==> src/rtl/aes_round_sequencer_if.sv <==
// aes_round_sequencer_if
// Request handshakes (encrypt / decrypt) and the result handshake of the
// AES round sequencer. The requester/consumer side uses the master modport,
// the sequencer uses the slave modport.
interface aes_round_sequencer_if;
  logic enc_valid;
  logic enc_ready;
  logic dec_valid;
  logic dec_ready;
  logic out_valid;
  logic out_ready;
  logic out_is_dec;

  modport master (
    output enc_valid, dec_valid, out_ready,
    input  enc_ready, dec_ready, out_valid, out_is_dec
  );

  modport slave (
    input  enc_valid, dec_valid, out_ready,
    output enc_ready, dec_ready, out_valid, out_is_dec
  );
endinterface

==> src/rtl/aes_round_sequencer.sv <==
// aes_round_sequencer
// Control FSM for one shared iterative AES round datapath. Arbitrates between
// an encrypt and a decrypt requester, then walks the datapath through the
// initial AddRoundKey, Nr-1 full rounds and the final round while driving the
// round-key index, and finally holds the result under a valid/ready handshake.
// Optional feature: define AES_SEQ_RR_EN for round-robin arbitration; when it
// is undefined, encrypt has fixed priority over decrypt.
// The reset input 'reset' is asynchronous and active-low.
module aes_round_sequencer #(
  parameter int Nr = 10
) (
  input  logic                        clk,
  input  logic                        reset,
  aes_round_sequencer_if.slave        bus,
  input  logic                        i_flush,
  output logic                        o_mode_dec,
  output logic                        o_ld_in,
  output logic                        o_rnd_en,
  output logic                        o_rnd_last,
  output logic [3:0]                  o_rk_idx,
  output logic                        o_busy
);

  typedef enum logic [2:0] {IDLE, INIT, ROUND, FINAL, HOLD} state_t;

  localparam logic [3:0] NrIdx = 4'(Nr);
  localparam logic [3:0] NrM1  = 4'(Nr - 1);

  state_t     r_state;
  logic       r_modeDec;
  logic       r_ldIn;
  logic       r_rndEn;
  logic       r_rndLast;
  logic [3:0] r_rkIdx;
  logic       r_busy;
  logic       r_outValid;
  logic       r_outIsDec;

  logic       w_encWin;
  logic       w_decWin;
  logic       w_idle;
  logic       w_grant;
  logic       w_roundDone;

`ifdef AES_SEQ_RR_EN
  logic       r_lastDec;

  // Round-robin winner: on a tie the side that was not served last wins.
  always_comb begin
    w_encWin = bus.enc_valid && (!bus.dec_valid || r_lastDec);
    w_decWin = bus.dec_valid && (!bus.enc_valid || !r_lastDec);
  end
`else
  // Fixed-priority winner: encrypt always beats decrypt.
  always_comb begin
    w_encWin = bus.enc_valid;
    w_decWin = bus.dec_valid && !bus.enc_valid;
  end
`endif

  // Ready is offered only in IDLE and is forced low while reset is asserted.
  assign w_idle        = reset && (r_state == IDLE);
  assign bus.enc_ready = w_idle && w_encWin;
  assign bus.dec_ready = w_idle && w_decWin;
  assign w_grant       = bus.enc_ready || bus.dec_ready;

  // The last full round uses key Nr-1 when encrypting and key 1 when decrypting.
  assign w_roundDone = r_modeDec ? (r_rkIdx == 4'd1) : (r_rkIdx == NrM1);

  // Sequencer FSM: state, datapath strobes, key index and result flags all registered here.
  always_ff @(posedge clk or negedge reset) begin
    if (!reset) begin
      r_state    <= IDLE;
      r_modeDec  <= 1'b0;
      r_ldIn     <= 1'b0;
      r_rndEn    <= 1'b0;
      r_rndLast  <= 1'b0;
      r_rkIdx    <= 4'd0;
      r_busy     <= 1'b0;
      r_outValid <= 1'b0;
      r_outIsDec <= 1'b0;
`ifdef AES_SEQ_RR_EN
      r_lastDec  <= 1'b1;
`endif
    end else if (i_flush && (r_state != IDLE)) begin
      r_state    <= IDLE;
      r_ldIn     <= 1'b0;
      r_rndEn    <= 1'b0;
      r_rndLast  <= 1'b0;
      r_busy     <= 1'b0;
      r_outValid <= 1'b0;
      r_outIsDec <= 1'b0;
    end else begin
      case (r_state)
        IDLE: begin
          if (w_grant) begin
            r_state   <= INIT;
            r_modeDec <= w_decWin;
            r_ldIn    <= 1'b1;
            r_busy    <= 1'b1;
            r_rkIdx   <= w_decWin ? NrIdx : 4'd0;
`ifdef AES_SEQ_RR_EN
            r_lastDec <= w_decWin;
`endif
          end
        end
        INIT: begin
          r_state <= ROUND;
          r_ldIn  <= 1'b0;
          r_rndEn <= 1'b1;
          r_rkIdx <= r_modeDec ? NrM1 : 4'd1;
        end
        ROUND: begin
          if (w_roundDone) begin
            r_state   <= FINAL;
            r_rndEn   <= 1'b0;
            r_rndLast <= 1'b1;
            r_rkIdx   <= r_modeDec ? 4'd0 : NrIdx;
          end else begin
            r_rkIdx <= r_modeDec ? (r_rkIdx - 4'd1) : (r_rkIdx + 4'd1);
          end
        end
        FINAL: begin
          r_state    <= HOLD;
          r_rndLast  <= 1'b0;
          r_outValid <= 1'b1;
          r_outIsDec <= r_modeDec;
        end
        HOLD: begin
          if (bus.out_ready) begin
            r_state    <= IDLE;
            r_outValid <= 1'b0;
            r_outIsDec <= 1'b0;
            r_busy     <= 1'b0;
          end
        end
        default: r_state <= IDLE;
      endcase
    end
  end

  assign o_mode_dec     = r_modeDec;
  assign o_ld_in        = r_ldIn;
  assign o_rnd_en       = r_rndEn;
  assign o_rnd_last     = r_rndLast;
  assign o_rk_idx       = r_rkIdx;
  assign o_busy         = r_busy;
  assign bus.out_valid  = r_outValid;
  assign bus.out_is_dec = r_outIsDec;

endmodule

==> src/flat_wrapper.sv <==
// flat-port wrapper written by rule: the top's interface ports become plain ports
module aes_round_sequencer_flat 
#(
  parameter int Nr = 10
)
  (clk, reset, i_flush, o_mode_dec, o_ld_in, o_rnd_en, o_rnd_last, o_rk_idx, o_busy, bus_enc_valid, bus_dec_valid, bus_out_ready, bus_enc_ready, bus_dec_ready, bus_out_valid, bus_out_is_dec);
  aes_round_sequencer_if bus_i ();
  input  logic clk;
  input  logic reset;
  input  logic i_flush;
  output logic o_mode_dec;
  output logic o_ld_in;
  output logic o_rnd_en;
  output logic o_rnd_last;
  output logic [3:0] o_rk_idx;
  output logic o_busy;
  input wire logic [$bits(bus_i.enc_valid)-1:0] bus_enc_valid;
  input wire logic [$bits(bus_i.dec_valid)-1:0] bus_dec_valid;
  input wire logic [$bits(bus_i.out_ready)-1:0] bus_out_ready;
  output wire logic [$bits(bus_i.enc_ready)-1:0] bus_enc_ready;
  output wire logic [$bits(bus_i.dec_ready)-1:0] bus_dec_ready;
  output wire logic [$bits(bus_i.out_valid)-1:0] bus_out_valid;
  output wire logic [$bits(bus_i.out_is_dec)-1:0] bus_out_is_dec;
  assign bus_i.enc_valid = bus_enc_valid;
  assign bus_i.dec_valid = bus_dec_valid;
  assign bus_i.out_ready = bus_out_ready;
  assign bus_enc_ready = bus_i.enc_ready;
  assign bus_dec_ready = bus_i.dec_ready;
  assign bus_out_valid = bus_i.out_valid;
  assign bus_out_is_dec = bus_i.out_is_dec;
  aes_round_sequencer #(.Nr(Nr)) u_core (.clk(clk), .reset(reset), .bus(bus_i), .i_flush(i_flush), .o_mode_dec(o_mode_dec), .o_ld_in(o_ld_in), .o_rnd_en(o_rnd_en), .o_rnd_last(o_rnd_last), .o_rk_idx(o_rk_idx), .o_busy(o_busy));
endmodule
==> config.mk <==
export PLATFORM = sky130hd
export DESIGN_NAME = aes_round_sequencer_flat
export DESIGN_NICKNAME = d
export VERILOG_FILES = /design/src/rtl/aes_round_sequencer_if.sv /design/src/rtl/aes_round_sequencer.sv /design/src/flat_wrapper.sv
export SDC_FILE = /design/constraint.sdc
export NUM_CORES = 1
export LEC_CHECK = 0
export ABC_AREA = 1
export CORE_MARGIN = 4
export CORE_UTILIZATION = 55
export CTS_BUF_LIST = sky130_fd_sc_hd__clkbuf_4 sky130_fd_sc_hd__clkbuf_8
export CTS_CLUSTER_DIAMETER = 30
export DETAILED_ROUTE_END_ITERATION = 7
export GPL_ROUTABILITY_DRIVEN = 0
export HOLD_SLACK_MARGIN = 0.15
export PLACE_DENSITY = 0.85
export SLEW_MARGIN = 20
export SYNTH_ARGS = -nofsm -noshare
export SYNTH_HDL_FRONTEND = slang
export SYNTH_SLANG_ARGS = --single-unit
==> constraint.sdc <==
create_clock -name clk -period 3.95 [get_ports clk]
set_input_delay 0.395 -clock clk [delete_from_list [all_inputs] [get_ports clk]]
set_output_delay 0.395 -clock clk [all_outputs]
set_load 0.005 [all_outputs]
== Word level (Yosys, flattened, before mapping) ==
Cells that the tools add are included.
Cells by class
  add/sub/neg operators: 2
  eq/ne operators: 10
  mux-type cells: 29
  bitwise operators: 1
  reductions and logical operators: 23
Operator list (number)
  4-bit 2-to-1 mux: 6
  3-bit nonzero test: 7
  3-bit one-hot mux with 5 select lines: 1
  3-bit 2-to-1 mux: 4
  1-bit one-hot mux with 2 select lines: 6
  4-bit one-hot mux with 3 select lines: 1
  3-bit AND reduction: 4
  1-bit 2-to-1 mux: 11
  2-bit AND reduction: 4
  3-bit by 2-bit == test with 1-bit output, second input constant: 2
  3-bit by 2-bit != test with 1-bit output, second input constant: 2
  1-bit logical AND: 5
  4-bit by 1-bit adder with 4-bit output, second input constant: 1
  4-bit by 1-bit == test with 1-bit output, second input constant: 1
  4-bit == test, second input constant: 1
  4-bit by 1-bit subtractor with 4-bit output, second input constant: 1
  3-bit by 1-bit == test with 1-bit output, second input constant: 1
  3-bit == test, second input constant: 1
  3-bit zero test: 1
  3-bit by 1-bit != test with 1-bit output, second input constant: 1
  2-bit by 1-bit != test with 1-bit output, second input constant: 1
  1-bit zero test: 1
  1-bit logical OR: 1
  1-bit NOT: 1
Word-level totals
  register bits: 14
  bits of input ports: 6
  output and inout bits: 13
  logic and storage cells: 74

== Longest topological paths before layout ==
Gate-level depths: netlist (run 1).
  word-level depth: 7
  mapped depth: 11
  mapped depth without buffers: 10

== Worst setup path after synthesis (run 1) ==
OpenSTA, ideal clock, no wires.
  path kind: register to register
  from: reg u_core.r_rkIdx[0] (netlist: u_core.o_rk_idx[0])
  to: reg u_core.r_rkIdx[1] (netlist: u_core.o_rk_idx[1])
  data arrival time: 1180 ps
  data required time: 3834 ps
  slack: 2654 ps
  cell stages (with the launch flop): 9
  buffers on the path: 0
  clock period less this slack: 1296 ps
  cells stage by stage: dfrtp_1 -> inv_1 -> ha_1 -> xnor2_1 -> nand2_1 -> nand3b_1 -> nand2_1 -> nand2_1 -> nand2_1
Between the ends
  longest elaborated chain between the ends: 4
RTL lines
  start, declared: line aes_round_sequencer.sv:34  | logic [3:0] r_rkIdx;
  start signal, assigned: line aes_round_sequencer.sv:101  | r_rkIdx <= w_decWin ? NrIdx : 4'd0;
  start signal, assigned: line aes_round_sequencer.sv:111  | r_rkIdx <= r_modeDec ? NrM1 : 4'd1;
  start signal, assigned: line aes_round_sequencer.sv:118  | r_rkIdx <= r_modeDec ? 4'd0 : NrIdx;
  4-bit by 1-bit adder with 4-bit output, or another cell as far along: line aes_round_sequencer.sv:120  | r_rkIdx <= r_modeDec ? (r_rkIdx - 4'd1) : (r_rkIdx + 4'd1);
  4-bit 2-to-1 mux / 1-bit 2-to-1 mux (equally long branches): line aes_round_sequencer.sv:120, aes_round_sequencer.sv:68
  4-bit 2-to-1 mux *: line aes_round_sequencer.sv:114  | if (w_roundDone) begin
  4-bit one-hot mux with 3 select lines *: line aes_round_sequencer.sv:94  | case (r_state)
Every way passes the cells marked *; elsewhere a longest branch is shown, timed or not.
A chain may end at the register's enable or synchronous reset.

== Worst setup path in the final report (run 1) ==
  from: in reset
  to: out bus_enc_ready
Between the ends
  longest elaborated chain between the ends: 2
RTL lines
  start, declared: line flat_wrapper.sv:9  | input logic reset;
  1-bit logical AND: line aes_round_sequencer.sv:62  | assign w_idle = reset && (r_state == IDLE);
  1-bit logical AND: line aes_round_sequencer.sv:63  | assign bus.enc_ready = w_idle && w_encWin;
  end, declared: line flat_wrapper.sv:20  | output wire logic [$bits(bus_i.enc_ready)-1:0] bus_enc_ready;
No other way between the ends.

==> results.yml, run 1 <==
placed_design:
  port_buffers: 18
  detailed_place_hpwl_mm: 1.47
  pre_cts_slack_ns: 1.58
cts:
  post_cts.repair.setup_buffers: 0
  sinks_on_the_clock_net: 14
  clock_tree.buffer_depth: 2
  post_cts_hold_buffer_count: 0
  clockRootBuffer: "sky130_fd_sc_hd__clkbuf_4"
  clk_pin_slew_ns: 0.08
  htree_levels: 1
  cts-buffers-inserted: 3
  post_cts_resized: 0
  tritoncts_clock_tree: "yes"
  clk-insertion-delay-late_ns: 0.27
timing:
  tightest_slew_ns: 0.330
  final-max-slew-violation-count: 0
  fin_crit_ns: 2.35
  fin_skew_ns: 0.00229
  totalNegativeSetupSlack_ns: 0
  unrepaired_setup_endpoints_after_global_routing: "false"
  maximum_frequency_from_static_timing_analysis_mhz: 426
  min_period_over_period_pct: 59.5
  slew_headroom_pct: 77.8
  final.setup.worst_slack_ns: 1.60
  finalHoldViolCount: 0
  setup_viol: 0
yosys:
  synth.avg_cell_area_um2: 7.29
  post_synth_inst_count: 122
  dominantRegCellSynth: "sky130_fd_sc_hd__dfrtp_1"
  postSynthRegisterBits: 14
  synth_area_um2: 890
  part_of_the_yosys_area_used_for_sequential_elements_pct: 39.4
  synthArstFlopShare_pct: 100
  netlist.area_leader.share_pct: 39.4
  netlist.top_cell.by_area: "sky130_fd_sc_hd__dfrtp_1"
  post_synth_cell_types: 27
  yosys_warning_total: 0
  synth_fp_nets: 131
  synth_enable_flop_cells: 0
  biggest_area_contributors_in_the_synthesized_netlist: "sky130_fd_sc_hd__dfrtp_1 (39%), sky130_fd_sc_hd__nand2_1 (17%), sky130_fd_sc_hd__inv_1 (6.8%)"
power:
  pwr_density_cell_nw_per_um2: 699
  sw_frac_of_total_pct: 43.2
  sw_power_uw: 337
  share_clk_of_total_power_pct: 10.0
  seq_power_share_pct: 33.2
  leakage_uw: 0.000592
  power_frac_comb_pct: 56.8
  power.internal_uw: 442
  worst_ir_drop_vdd_mv: 0.454
worst_setup_path:
  worst_setup_path_start_kind: "input port"
  crit_arrival_ns: 1.95
  timing.critical_path.to_type: "output port"
  worst-setup-path-type: "input port to output port"
  worst-path-max-fanout: 15
  worstPathRequired_ns: 3.56
die:
  floorplan.die_area_um2: 2320
  core_region_area_um2: 1520
  top_ports: 19
  horizontal_die_dimension_um: 48.2
  die_h_um: 48.2
  start_util_pct: 58.4
  number_of_placement_rows: 14
routing:
  antenna_violating_nets_post_route: 0
  drt_iter0_markers: 24
  post_detailed_route_drc_marker_count: 0
  wirelength_mm: 1.81
  vias_per_cell: 5.18
  wl_per_cell_um: 11.4
  firstDrtPassIters: 4
  detailroute.via_count: 824
grt:
  global_route_wire_length_before_repair_mm: 3.06
  sum_of_overflow_across_all_layers_after_global_routing: 0
  antenna_found_initial: 0
  grt_pass1_vias: 748
  maximum_number_of_pins_on_one_net_before_global_route_repair: 16
  track_usage_pct: 18.4
final_layout:
  diodes: 0
  final_nets: 154
  fraction_of_final_layout_cells_with_drive_strength_greater_than_1_pct: 11.2
  syn2layout_area_growth_pct: 25.3
  final.fill_count: 130
job:
  max_cap_viol_count: 0
status:
  result_of_the_run: "completed"
worst_hold_path:
  hold_path.class: "input port to async pin"
==> layout make-up <==
| class | count | area (µm²) | share of cell area [%] |
|---|---|---|---|
| flip-flops and latches | 14 | 350 | 31.4 |
| well taps | 16 | 20.0 | 1.80 |
| inverters | 19 | 76.3 | 6.85 |
| clock buffers | 3 | 22.5 | 2.02 |
| multi-input cells | 88 | 458 | 41.1 |
| repair buffers | 19 | 188 | 16.8 |
==> power groups by stage <==
stage / clock network (µW) / logic [µW] / registers [µW]
5_1_grt: 85.4 / 505 / 270
3_5_place_dp: 0 / 446 / 261
4_1_cts: 80.2 / 450 / 258
3_3_place_gp: 0 / 439 / 258
6_report: 78.1 / 442 / 258
2_1_floorplan: 0 / 294 / 251
==> through the flow <==
stage                     utilization, %  instances  hold slack (ns)  total power [µW]  instance area [µm²]
after floorplan                        -        122           0.0994               545                  890
after global placement              71.7        156            0.465               697                 1090
after detailed placement            71.7        156            0.465               707                 1090
after CTS                           73.2        159            0.440               788                 1110
after global routing                73.2        159            0.447               861                 1110
final                               73.2        159            0.438               779                 1110
==> layer usage <==
metal  track usage, %  up-vias  share of wire [%]
met5                0        -                  0
met4             6.45        0                1.4
met3             2.21        5                5.1
met2             34.4       21                 53
met1             21.2      373                 41
li1                 -      425                  -
==> worst max-delay path, stage by stage <==
cell,delay (ns)
sky130_fd_sc_hd__clkdlybuf4s50_1,0.46
sky130_fd_sc_hd__buf_4,0.22
sky130_fd_sc_hd__inv_1,0.10
sky130_fd_sc_hd__nor2_4,0.13
sky130_fd_sc_hd__and2_2,0.15
sky130_fd_sc_hd__clkdlybuf4s50_1,0.49
==> cell families after synthesis <==
kind of cell | synth area share, %
simple gates | 33.5
flops | 39.4
fa+ha+maj | 4.22
buf+inv | 9.14
compound gates | 10.8
xor+xnor | 2.95
==> Yosys cell counts, types with 2 or more instances <==
master                     instances
sky130_fd_sc_hd__a21oi_1           5
sky130_fd_sc_hd__dfrtp_1          14
sky130_fd_sc_hd__ha_1              3
sky130_fd_sc_hd__inv_1            16
sky130_fd_sc_hd__inv_2             2
sky130_fd_sc_hd__nand2_1          41
sky130_fd_sc_hd__nand3_1           5
sky130_fd_sc_hd__nor2_1            9
sky130_fd_sc_hd__nor2_2            2
sky130_fd_sc_hd__nor3_1            2
sky130_fd_sc_hd__o211ai_1          2
sky130_fd_sc_hd__o21ai_0           4
sky130_fd_sc_hd__o21ai_2           2
sky130_fd_sc_hd__xnor2_1           2
==> sequential cells by signal (all words and copies together), names as in the netlist <==
register and count:
u_core.r_state 3, u_core.bus.out_valid 1, u_core.o_mode_dec 1, u_core.o_ld_in 1
u_core.o_busy 1, u_core.o_rnd_last 1, u_core.bus.out_is_dec 1, u_core.o_rk_idx 4
u_core.o_rnd_en 1
==> layout by cell type (no fill, tap or decap), types with 3 or more instances in the layout <==
cell type / n
sky130_fd_sc_hd__a21oi_1: 5
sky130_fd_sc_hd__clkbuf_4: 3
sky130_fd_sc_hd__clkdlybuf4s50_1: 18
sky130_fd_sc_hd__dfrtp_1: 14
sky130_fd_sc_hd__ha_1: 3
sky130_fd_sc_hd__inv_1: 16
sky130_fd_sc_hd__nand2_1: 41
sky130_fd_sc_hd__nand3_1: 5
sky130_fd_sc_hd__nor2_1: 9
sky130_fd_sc_hd__o21ai_0: 4
==> path summary, 6_finish.rpt <==
kind / cells after the start / end / startpoint / slack [ns]
max: 6 / bus_enc_ready / reset / 1.60
min in group clk: 2 / u_core.o_busy$_DFFE_PN0P_ / u_core.o_busy$_DFFE_PN0P_ / 0.49
max reg2reg: 8 / u_core.o_rk_idx[1]$_DFFE_PN0P_ / u_core.o_rk_idx[0]$_DFFE_PN0P_ / 2.55
min reg2reg: 2 / u_core.o_busy$_DFFE_PN0P_ / u_core.o_busy$_DFFE_PN0P_ / 0.49
min: 2 / u_core.bus.out_valid$_DFFE_PN0P_ / reset / 0.44
max in group asynchronous: 2 / u_core.o_rnd_last$_DFFE_PN0P_ / reset / 3.34
Power figures use the tool's default switching activity.
==> inputs of run 2 (changes only) <==
--- a/config.mk
+++ b/config.mk
@@ -7,13 +7,13 @@
 export LEC_CHECK = 0
 export ABC_AREA = 1
 export CORE_MARGIN = 4
-export CORE_UTILIZATION = 55
+export CORE_UTILIZATION = 52
 export CTS_BUF_LIST = sky130_fd_sc_hd__clkbuf_4 sky130_fd_sc_hd__clkbuf_8
 export CTS_CLUSTER_DIAMETER = 30
 export DETAILED_ROUTE_END_ITERATION = 7
 export GPL_ROUTABILITY_DRIVEN = 0
 export HOLD_SLACK_MARGIN = 0.15
-export PLACE_DENSITY = 0.85
+export PLACE_DENSITY = 0.81
 export SLEW_MARGIN = 20
 export SYNTH_ARGS = -nofsm -noshare
 export SYNTH_HDL_FRONTEND = slang
==> constraint.sdc (replaced) <==
create_clock -name clk -period 2.2 [get_ports clk]
set_input_delay 0.22 -clock clk [delete_from_list [all_inputs] [get_ports clk]]
set_output_delay 0.22 -clock clk [all_outputs]
set_load 0.005 [all_outputs]
==> results.yml, run 2 (synthesized netlist as in run 1, its figures left out) <==
timing:
  final-max-slew-violation-count: 0
  maximum_frequency_from_static_timing_analysis_mhz: 500
  min_period_over_period_pct: 90.9
  fin_skew_ns: 0.00128
  totalNegativeSetupSlack_ns: 0
  unrepaired_setup_endpoints_after_global_routing: "false"
  finalHoldViolCount: 0
  slew_headroom_pct: 77.5
  final.setup.worst_slack_ns: 0.200
  fin_crit_ns: 2.00
  tightest_slew_ns: 0.334
  setup_viol: 0
routing:
  detailroute.via_count: 824
  antenna_violating_nets_post_route: 0
  wl_per_cell_um: 11.9
  post_detailed_route_drc_marker_count: 0
  wirelength_mm: 1.89
  vias_per_cell: 5.18
  firstDrtPassIters: 4
  drt_iter0_markers: 24
die:
  horizontal_die_dimension_um: 49.4
  number_of_placement_rows: 14
  die_h_um: 49.4
  floorplan.die_area_um2: 2440
  core_region_area_um2: 1560
  start_util_pct: 57.1
  top_ports: 19
final_layout:
  mostFrequentLayoutCell: "sky130_fd_sc_hd__nand2_1"
  syn2layout_area_growth_pct: 25.3
  largest_register_ffs: 4
  diodes: 0
  fraction_of_final_layout_cells_with_drive_strength_greater_than_1_pct: 11.2
  finalInstanceArea_um2: 1110
  final_nets: 154
  layout.cells.most_common_list: "sky130_fd_sc_hd__nand2_1 (41), sky130_fd_sc_hd__clkdlybuf4s50_1 (18), sky130_fd_sc_hd__inv_1 (16)"
worst_setup_path:
  worst_setup_path_start_kind: "flip-flop"
  timing.critical_path.slowest_cell_delay_ns: 0.50
  critPathLaunch: "u_core.r_state[0]$_DFFE_PN0P_"
  worst-path-max-fanout: 6
  setup_slack_of_the_most_critical_reg_to_reg_path_ns: 0.79
  worst-setup-path-type: "flip-flop to output port"
  critical_path_depth_in_cells: 5
  worstPathRequired_ns: 1.98
  timing.critical_path.cells: "nor2_2 -> nand2_2 -> nor2_4 -> and2_2 -> clkdlybuf4s50_1"
  crit_arrival_ns: 1.78
  path_delay_family: "simple AND/OR/NAND/NOR gates"
  crit_slowest_cell: "sky130_fd_sc_hd__clkdlybuf4s50_1"
  worstPathBufferInverterCount: 1
  r2r-start: "u_core.o_rk_idx[0]$_DFFE_PN0P_"
  reg2regPathDepth: 8
  timing.critical_path.to_type: "output port"
  timing.rr.end: "u_core.o_rk_idx[1]$_DFFE_PN0P_"
  capturing_instance_or_port_of_the_critical_path: "bus_enc_ready"
grt:
  sum_of_overflow_across_all_layers_after_global_routing: 0
  track_usage_pct: 17.2
  global_route_wire_length_before_repair_mm: 3.32
  maximum_number_of_pins_on_one_net_before_global_route_repair: 15
  antenna_found_initial: 0
  grt_pass1_vias: 782
cts:
  clk-insertion-delay-late_ns: 0.27
  htree_levels: 1
  post_cts.repair.setup_buffers: 0
  post_cts_resized: 0
  cts-buffers-inserted: 3
  clock_tree.buffer_depth: 2
  tritoncts_clock_tree: "yes"
  sinks_on_the_clock_net: 14
  clk_pin_slew_ns: 0.07
  clockRootBuffer: "sky130_fd_sc_hd__clkbuf_4"
  post_cts_hold_buffer_count: 0
worst_hold_path:
  hold_path.class: "input port to async pin"
placed_design:
  port_buffers: 18
  placedInstanceArea_um2: 1090
  pre_cts_slack_ns: 0.416
  detailed_place_hpwl_mm: 1.48
job:
  max_cap_viol_count: 0
power:
  leakage_uw: 0.000592
  design_power_total_uw: 1400
  pwr_density_cell_nw_per_um2: 1260
  worst_ir_drop_vdd_mv: 0.825
status:
  result_of_the_run: "completed"
-- run 2: cell counts in the layout (fill, tap and decap cells not counted) --
No cell type changed its count.
-- run 2: where the power goes --
| group | switching [µW] | internal (µW) | leakage, µW | total [µW] |
|---|---|---|---|---|
| clock network | 72.3 | 63.4 | 0.0000138 | 136 |
| logic | 424 | 377 | 0.000396 | 801 |
| registers | 113 | 354 | 0.000182 | 467 |
| total | 609 | 795 | 0.000592 | 1400 |
-- run 2: worst reg2reg max path, stage by stage, from the launching register on --
cell                       delay (ns)
sky130_fd_sc_hd__dfrtp_1         0.47
sky130_fd_sc_hd__inv_1           0.09
sky130_fd_sc_hd__ha_1            0.31
sky130_fd_sc_hd__xnor2_1         0.14
sky130_fd_sc_hd__nand2_1         0.07
sky130_fd_sc_hd__nand3b_1        0.08
sky130_fd_sc_hd__nand2_1         0.05
sky130_fd_sc_hd__nand2_1         0.06
sky130_fd_sc_hd__nand2_1         0.04
-- run 2: cell type report --
cell class,instances,area [µm²]
sequential,14,350
fill,135,444
inverter,19,76.3
tap,16,20.0
clock buffer,3,22.5
timing repair buffer,19,188
multi-input combinational,88,458
-- run 2: metrics by stage --
| step | std cells | util, % | hold WS (ns) |
|---|---|---|---|
| CTS | 159 | 71.5 | 0.299 |
| detailed placement | 156 | 70.1 | 0.471 |
| floorplan | 122 | - | -0.0756 |
| global route | 159 | 71.5 | 0.303 |
| finish | 159 | 71.5 | 0.292 |
| global placement | 156 | 70.1 | 0.459 |
-- run 2: worst min path at each step --
| stage | startpoint | end | slack [ns] | cells after the start |
|---|---|---|---|---|
| finish | reset | u_core.o_rk_idx[1]$_DFFE_PN0P_ | 0.29 | 2 |
| global route | reset | u_core.o_rk_idx[1]$_DFFE_PN0P_ | 0.30 | 2 |
| CTS | reset | u_core.o_rk_idx[1]$_DFFE_PN0P_ | 0.30 | 2 |
| detailed placement | u_core.o_busy$_DFFE_PN0P_ | u_core.o_busy$_DFFE_PN0P_ | 0.47 | 2 |
| global placement | u_core.o_busy$_DFFE_PN0P_ | u_core.o_busy$_DFFE_PN0P_ | 0.46 | 2 |
| floorplan | reset | u_core.bus.out_is_dec$_DFFE_PN0P_ | -0.08 | 0 |
-- run 2: routing by layer --
metal  track usage [%]  wire, µm  vias up
li1                  -         -      422
met1              22.8       887      368
met2              27.0       859       30
met3              4.59       117        4
met4              5.21        28        0
met5                 0         0        -
